**config.mk**
```make
export PLATFORM = sky130hd
export DESIGN_NAME = pll_ctrl_seq
export DESIGN_NICKNAME = d
export VERILOG_FILES = /design/src/rtl/pll_ctrl_seq.sv
export SDC_FILE = /design/constraint.sdc
export NUM_CORES = 1
export LEC_CHECK = 0
export ABC_AREA = 1
export CORE_MARGIN = 1
export CORE_UTILIZATION = 40
export DETAILED_ROUTE_END_ITERATION = 16
export HOLD_SLACK_MARGIN = 0.12
export MAX_ROUTING_LAYER = met4
export PLACE_DENSITY_LB_ADDON = 0.15
export SYNTH_ARGS = -nofsm -noshare
export SYNTH_HDL_FRONTEND = slang
export SYNTH_SLANG_ARGS = --single-unit
```
**constraint.sdc**
```tcl
create_clock -name clk -period 2.1 [get_ports clk]
set_input_delay 0.525 -clock clk [delete_from_list [all_inputs] [get_ports clk]]
set_output_delay 0.525 -clock clk [all_outputs]
set_load 0.05 [all_outputs]
```
**src/rtl/pll_ctrl_seq.sv**
```systemverilog
// PLL control sequencer: timed PLL reset, synchronized lock qualification, glitch-safe
// clock-select switching, lock-loss restart and retry/fault supervision.
// Define PLL_CTRL_LOCK_LOSS_CNT_EN to build the saturating lock-loss event counter.
module pll_ctrl_seq #(
  parameter int RST_CYCLES    = 50,
  parameter int LOCK_TIMEOUT  = 1000,
  parameter int SETTLE_CYCLES = 16,
  parameter int MAX_RETRIES   = 3
) (
  input  logic       clk,
  input  logic       rst,
  input  logic [1:0] sel_in,
  input  logic       pll_locked,
  output logic       pll_rst,
  output logic [1:0] pll_sel,
  output logic       clk_ready,
  output logic       busy,
  output logic       fault,
  output logic [1:0] retry_cnt,
  output logic [7:0] lock_loss_cnt
);

  localparam int CNT_MAX = (RST_CYCLES > SETTLE_CYCLES + 1) ? RST_CYCLES : SETTLE_CYCLES + 1;
  localparam int CW      = $clog2(CNT_MAX + 1);
  localparam int TW      = $clog2(LOCK_TIMEOUT + 1);

  localparam logic [CW-1:0] RST_LAST    = CW'(RST_CYCLES - 1);
  localparam logic [CW-1:0] SETTLE_LAST = CW'(SETTLE_CYCLES - 1);
  localparam logic [CW-1:0] BLANK_LAST  = CW'(SETTLE_CYCLES);
  localparam logic [TW-1:0] TMO_LAST    = TW'(LOCK_TIMEOUT - 1);
  localparam logic [1:0]    RETRY_MAX   = 2'(MAX_RETRIES);

  typedef enum logic [2:0] {
    S_RESET,
    S_WAIT_LOCK,
    S_SETTLE,
    S_READY,
    S_SWITCH,
    S_FAULT
  } state_e;

  state_e        state_q, state_d;
  logic [CW-1:0] cnt_q, cnt_d;
  logic [TW-1:0] tcnt_q, tcnt_d;
  logic [1:0]    retry_q, retry_d;
  logic [1:0]    sel_pend_q, sel_pend_d;
  logic [1:0]    pll_sel_q, pll_sel_d;
  logic          sync_q, lk_s_q;
  logic          pll_rst_q, clk_ready_q, busy_q, fault_q;
  logic          attempt_fail;

  always_comb begin
    state_d      = state_q;
    cnt_d        = cnt_q;
    tcnt_d       = tcnt_q;
    retry_d      = retry_q;
    sel_pend_d   = sel_pend_q;
    pll_sel_d    = pll_sel_q;
    attempt_fail = 1'b0;

    case (state_q)
      S_RESET: begin
        if (cnt_q == RST_LAST) begin
          state_d = S_WAIT_LOCK;
          cnt_d   = '0;
          tcnt_d  = '0;
        end else begin
          cnt_d = cnt_q + 1'b1;
        end
      end
      S_WAIT_LOCK: begin
        if (tcnt_q != TMO_LAST) tcnt_d = tcnt_q + 1'b1;
        // The cycle that sees lock counts as the first settle cycle.
        if (lk_s_q) begin
          state_d = S_SETTLE;
          cnt_d   = CW'(1);
        end else if (tcnt_q == TMO_LAST) begin
          attempt_fail = 1'b1;
        end
      end
      S_SETTLE: begin
        if (tcnt_q != TMO_LAST) tcnt_d = tcnt_q + 1'b1;
        if (!lk_s_q) begin
          state_d = S_WAIT_LOCK;
        end else if (cnt_q >= SETTLE_LAST) begin
          state_d = S_READY;
          retry_d = '0;
        end else begin
          cnt_d = cnt_q + 1'b1;
        end
      end
      S_READY: begin
        if (!lk_s_q) begin
          state_d = S_RESET;
          cnt_d   = '0;
        end else if (sel_in != pll_sel_q) begin
          state_d    = S_SWITCH;
          sel_pend_d = sel_in;
          cnt_d      = '0;
        end
      end
      S_SWITCH: begin
        if (!lk_s_q) begin
          state_d = S_RESET;
          cnt_d   = '0;
        end else begin
          // clk_ready is already low here, so the select can move safely.
          if (cnt_q == '0) pll_sel_d = sel_pend_q;
          if (cnt_q == BLANK_LAST) state_d = S_READY;
          else cnt_d = cnt_q + 1'b1;
        end
      end
      S_FAULT: ;
      default: state_d = S_RESET;
    endcase

    if (attempt_fail) begin
      if (retry_q < RETRY_MAX) begin
        retry_d = retry_q + 1'b1;
        state_d = S_RESET;
        cnt_d   = '0;
      end else begin
        state_d = S_FAULT;
      end
    end
  end

  always_ff @(posedge clk or posedge rst) begin
    if (rst) begin
      sync_q      <= 1'b0;
      lk_s_q      <= 1'b0;
      state_q     <= S_RESET;
      cnt_q       <= '0;
      tcnt_q      <= '0;
      retry_q     <= '0;
      sel_pend_q  <= '0;
      pll_sel_q   <= '0;
      pll_rst_q   <= 1'b1;
      clk_ready_q <= 1'b0;
      busy_q      <= 1'b1;
      fault_q     <= 1'b0;
    end else begin
      sync_q      <= pll_locked;
      lk_s_q      <= sync_q;
      state_q     <= state_d;
      cnt_q       <= cnt_d;
      tcnt_q      <= tcnt_d;
      retry_q     <= retry_d;
      sel_pend_q  <= sel_pend_d;
      pll_sel_q   <= pll_sel_d;
      pll_rst_q   <= (state_d == S_RESET) || (state_d == S_FAULT);
      clk_ready_q <= (state_d == S_READY);
      busy_q      <= (state_d != S_READY) && (state_d != S_FAULT);
      fault_q     <= (state_d == S_FAULT);
    end
  end

  assign pll_rst   = pll_rst_q;
  assign pll_sel   = pll_sel_q;
  assign clk_ready = clk_ready_q;
  assign busy      = busy_q;
  assign fault     = fault_q;
  assign retry_cnt = retry_q;

`ifdef PLL_CTRL_LOCK_LOSS_CNT_EN
  logic       lock_loss;
  logic [7:0] lcnt_q;

  assign lock_loss = ((state_q == S_READY) || (state_q == S_SWITCH)) && !lk_s_q;

  always_ff @(posedge clk or posedge rst) begin
    if (rst) begin
      lcnt_q <= 8'h00;
    end else if (lock_loss && (lcnt_q != 8'hFF)) begin
      lcnt_q <= lcnt_q + 8'h01;
    end
  end

  assign lock_loss_cnt = lcnt_q;
`else
  assign lock_loss_cnt = 8'h00;
`endif

endmodule

```
==> summary.md <==
| Metric | Value |
|---|---|
| Bufs and invs on worst path | `1` |
| Kind of critical path | `reg -> out` |
| Clk pwr share | `48.3%` |
| Crit end category | `output pin` |
| Top-count cell post-synth | `nand2_1` |
| Clk_lat worst skew | `0.29 ns` |
| Share of layout cells above drive strength 1 | `14.3%` |
| Synth Register Bits | `31` |
| Vias | `1546` |
| Hold-fix buffers, CTS | `0` |
| Nets@finish | `274` |
| Antenna violations before repair | `0` |
| CP Launch Type | `register` |
| Ys Warns | `0` |
| Clk sink count | `31` |
| Synth cell count leaders | `nand2_1, dfrtp_1, inv_1, nand3_1, nor2_1` |
| Pleak | `1.10 nW` |
| GR met3 Demand/Resource | `4.70%` |
| CTS Buf Count | `5` |
| Pwr/cell area | `595 nW/um^2` |
| DIE WIDTH | `70.5 um` |
| Final core occ | `48.1%` |
| Worst Hold Class | `reg -> reg` |
| Initial core utilization | `42.3%` |
| Die ar. | `4980 sq um` |
| Worst vdd ir | `0.303 mV` |
| Final WS setup | `0.0851 ns` |
| Setup TNS | `0 ns` |
| Crit path time final | `2.01 ns` |
| Max incr delay on CP | `0.82 ns` |
| Area Growth Syn to Fin | `13.8%` |
| Final Hold Vio Count | `0` |
| CTS resizes | `0` |
| DP Cell Count | `309` |
| Area leader, netlist | `dfrtp_1` |
| Post-synth cell types | `31` |
| Global-route wire length before repair | `6720 um` |
| Area share of the largest cell type after synthesis | `38.6%` |
| PortBufs | `12` |
| Status | `complete, but fails checks` |
| CTS max path bufs | `2` |
| Core Box Area | `4440 sq um` |
| Required time worst endpoint | `1.57 ns` |
| Max Clock Skew | `0.0104 ns` |
| Endpoints failing setup | `0` |
| Highest clock rate | `496 MHz` |
| Pre-CTS WS | `0.163 ns` |
| First-pass DRT Iterations | `10` |
| Largest net degree at the start of global routing | `32` |
| Rows | `24` |
| Max Slew Vio Count | `0` |
| Vias/cell | `4.88` |
| Clk root buf | `clkbuf_8` |
| Post-Syn Instances | `246` |
| P_sw | `0.000280 W` |
| CP Cell Sequence | `clkdlybuf4s50_1` |
| Seq pwr share | `47.3%` |
| # DRC | `2` |
| Kind of cell adding the most delay to the critical path | `buffers and inverters` |
| Non-Filler Instances | `317` |
| CTS tree | `done` |
| Register area share after synthesis | `41.4%` |
| Total grt overflow | `0` |
| Fin crit share | `95.9%` |
| Die Span Y | `70.5 um` |
| Top post-synthesis cells by area | `dfrtp_1, nand2_1, nand3_1, inv_1, nor2_1` |
| Filler instances | `457` |
| First-iteration detailed-routing DRC count | `66` |
| Reg clk slew, reported paths | `0.07 ns` |
| I/O pin count | `21` |
| Sw Ratio | `22.0%` |
| RSZ-0062 raised after global routing | `no` |
| GRT Max-Usage Layer | `met2` |
| Max Cap Viol | `0` |
| Critical Path AT | `1.49 ns` |
| DP Wirelength | `2730 um` |
| GP Congestion | `0.881` |
| Cell area after synthesis | `1880 sq um` |
| Per-cell routed wire length | `11.7 um` |
| Failing checks | `design-rule violations` |
| Post-DRT Antenna Nets | `0` |
| # H-tree levels | `2` |
| Vias in the first global route | `1540` |
| Post-CTS Setup Repair Bufs | `0` |
| Post-synthesis async set-or-reset flop share | `100%` |
| EDFF count, synth | `0` |
| CP max FO | `4` |
| Logic gate share of total power | `4.5%` |
| GRT Overall Usage | `18.0%` |
| Diode count | `0` |
| Final WL | `3720 um` |
| Mapped Avg Cell Area | `7.64 sq um` |
| Int Pwr | `0.000992 W` |
| Met1 usage | `23.3%` |
| Slowest-stage cell, CP | `clkdlybuf4s50_1` |
| Met2 usage | `26.8%` |
| Post-synth top flop | `dfrtp_1` |
[sequential cells by signal, summed over array words and instances (netlist names)]
signal and flops:
lk_s_q 1, sync_q 1, cnt_q 6, tcnt_q 10, pll_sel 2, sel_pend_q 2, clk_ready 1, retry_cnt 2
fault 1, busy 1, state_q 3, pll_rst 1
[cell type report]
cell class,instances,area (sq um),share of cell area [%]
Inverter,34,128,5.96
Multi-Input combinational cell,179,928,43.4
Tap cell,52,65.1,3.04
Clock inverter,2,35.0,1.64
Clock buffer,6,82.6,3.86
Sequential cell,31,778,36.4
Timing Repair Buffer,13,123,5.73
[per-stage QoR]
stage | cell area, sq um | total power, W | hold slack (ns)
3_5_place_dp | 2020 | 0.000670 | 0.340
2_1_floorplan | 1910 | 0.000667 | 0.331
4_1_cts | 2140 | 0.00129 | 0.355
5_1_grt | 2140 | 0.00132 | 0.358
3_3_place_gp | 2020 | 0.000670 | 0.335
6_report | 2140 | 0.00127 | 0.353
[kinds of logic after synthesis]
family | after synthesis | share of synthesized area [%]
and+or+nand+nor | 125 | 30.2
xor gates and xnor gates | 4 | 1.86
other | 1 | 0.200
muxes | 3 | 1.80
DFF | 31 | 41.4
adders and majority gates | 5 | 3.33
buffers and inverters | 43 | 10.6
AOI/OAI and AO/OA | 34 | 10.6
[final timing paths]
kind                                        start               endpoint  slack (ns)  cells after the start
max                        retry_cnt[0]$_DFF_PP0_           retry_cnt[0]        0.09                      1
min                              sync_q$_DFF_PP0_       lk_s_q$_DFF_PP0_        0.35                      0
max reg2reg                    cnt_q[1]$_DFF_PP0_  tcnt_q[3]$_DFFE_PP0P_        0.45                     10
min reg2reg                      sync_q$_DFF_PP0_       lk_s_q$_DFF_PP0_        0.35                      0
max in group asynchronous                     rst         busy$_DFF_PP1_        1.16                      3
min in group asynchronous                     rst  tcnt_q[2]$_DFFE_PP0P_        0.61                      3
[layout by cell type (no fill, tap or decap)]
master,count
xnor2_1,3
nor2_1,18
nand2_4,1
nand2_2,2
nand3_1,21
ha_1,5
nand3b_2,1
a211oi_1,1
inv_1,25
nand2_1,65
nand4_1,4
o21bai_2,1
nor2_2,7
clkbuf_8,6
conb_1,8
nor2_4,2
xor2_1,1
a21boi_1,1
clkinv_2,1
mux2_1,2
buf_4,3
a21oi_1,10
o31ai_2,1
bufinv_16,1
mux2_2,1
o21a_1,4
inv_2,9
o21ai_1,9
clkdlybuf4s50_1,10
dfrtp_1,29
dfstp_2,2
nand3b_1,2
nor3_1,2
o21ai_0,7
[per-layer routing]
| layer | part of all wire (%) | vias to the layer above | routed length, um |
|---|---|---|---|
| li1 | - | 805 | - |
| met1 | 50 | 699 | 1880 |
| met2 | 43 | 35 | 1600 |
| met3 | 4.9 | 7 | 181 |
| met4 | 1.6 | 0 | 59 |
| met5 | 0 | - | 0 |
[power groups by stage]
| stage | registers, W | clock network, W | logic, W |
|---|---|---|---|
| final | 0.000601 | 0.000614 | 0.0000570 |
| after global routing | 0.000601 | 0.000656 | 0.0000618 |
| after detailed placement | 0.000612 | 0 | 0.0000576 |
| after CTS | 0.000601 | 0.000629 | 0.0000578 |
| after floorplan | 0.000612 | 0 | 0.0000554 |
| after global placement | 0.000612 | 0 | 0.0000575 |
Note: power is estimated with default switching activity, not from simulation.
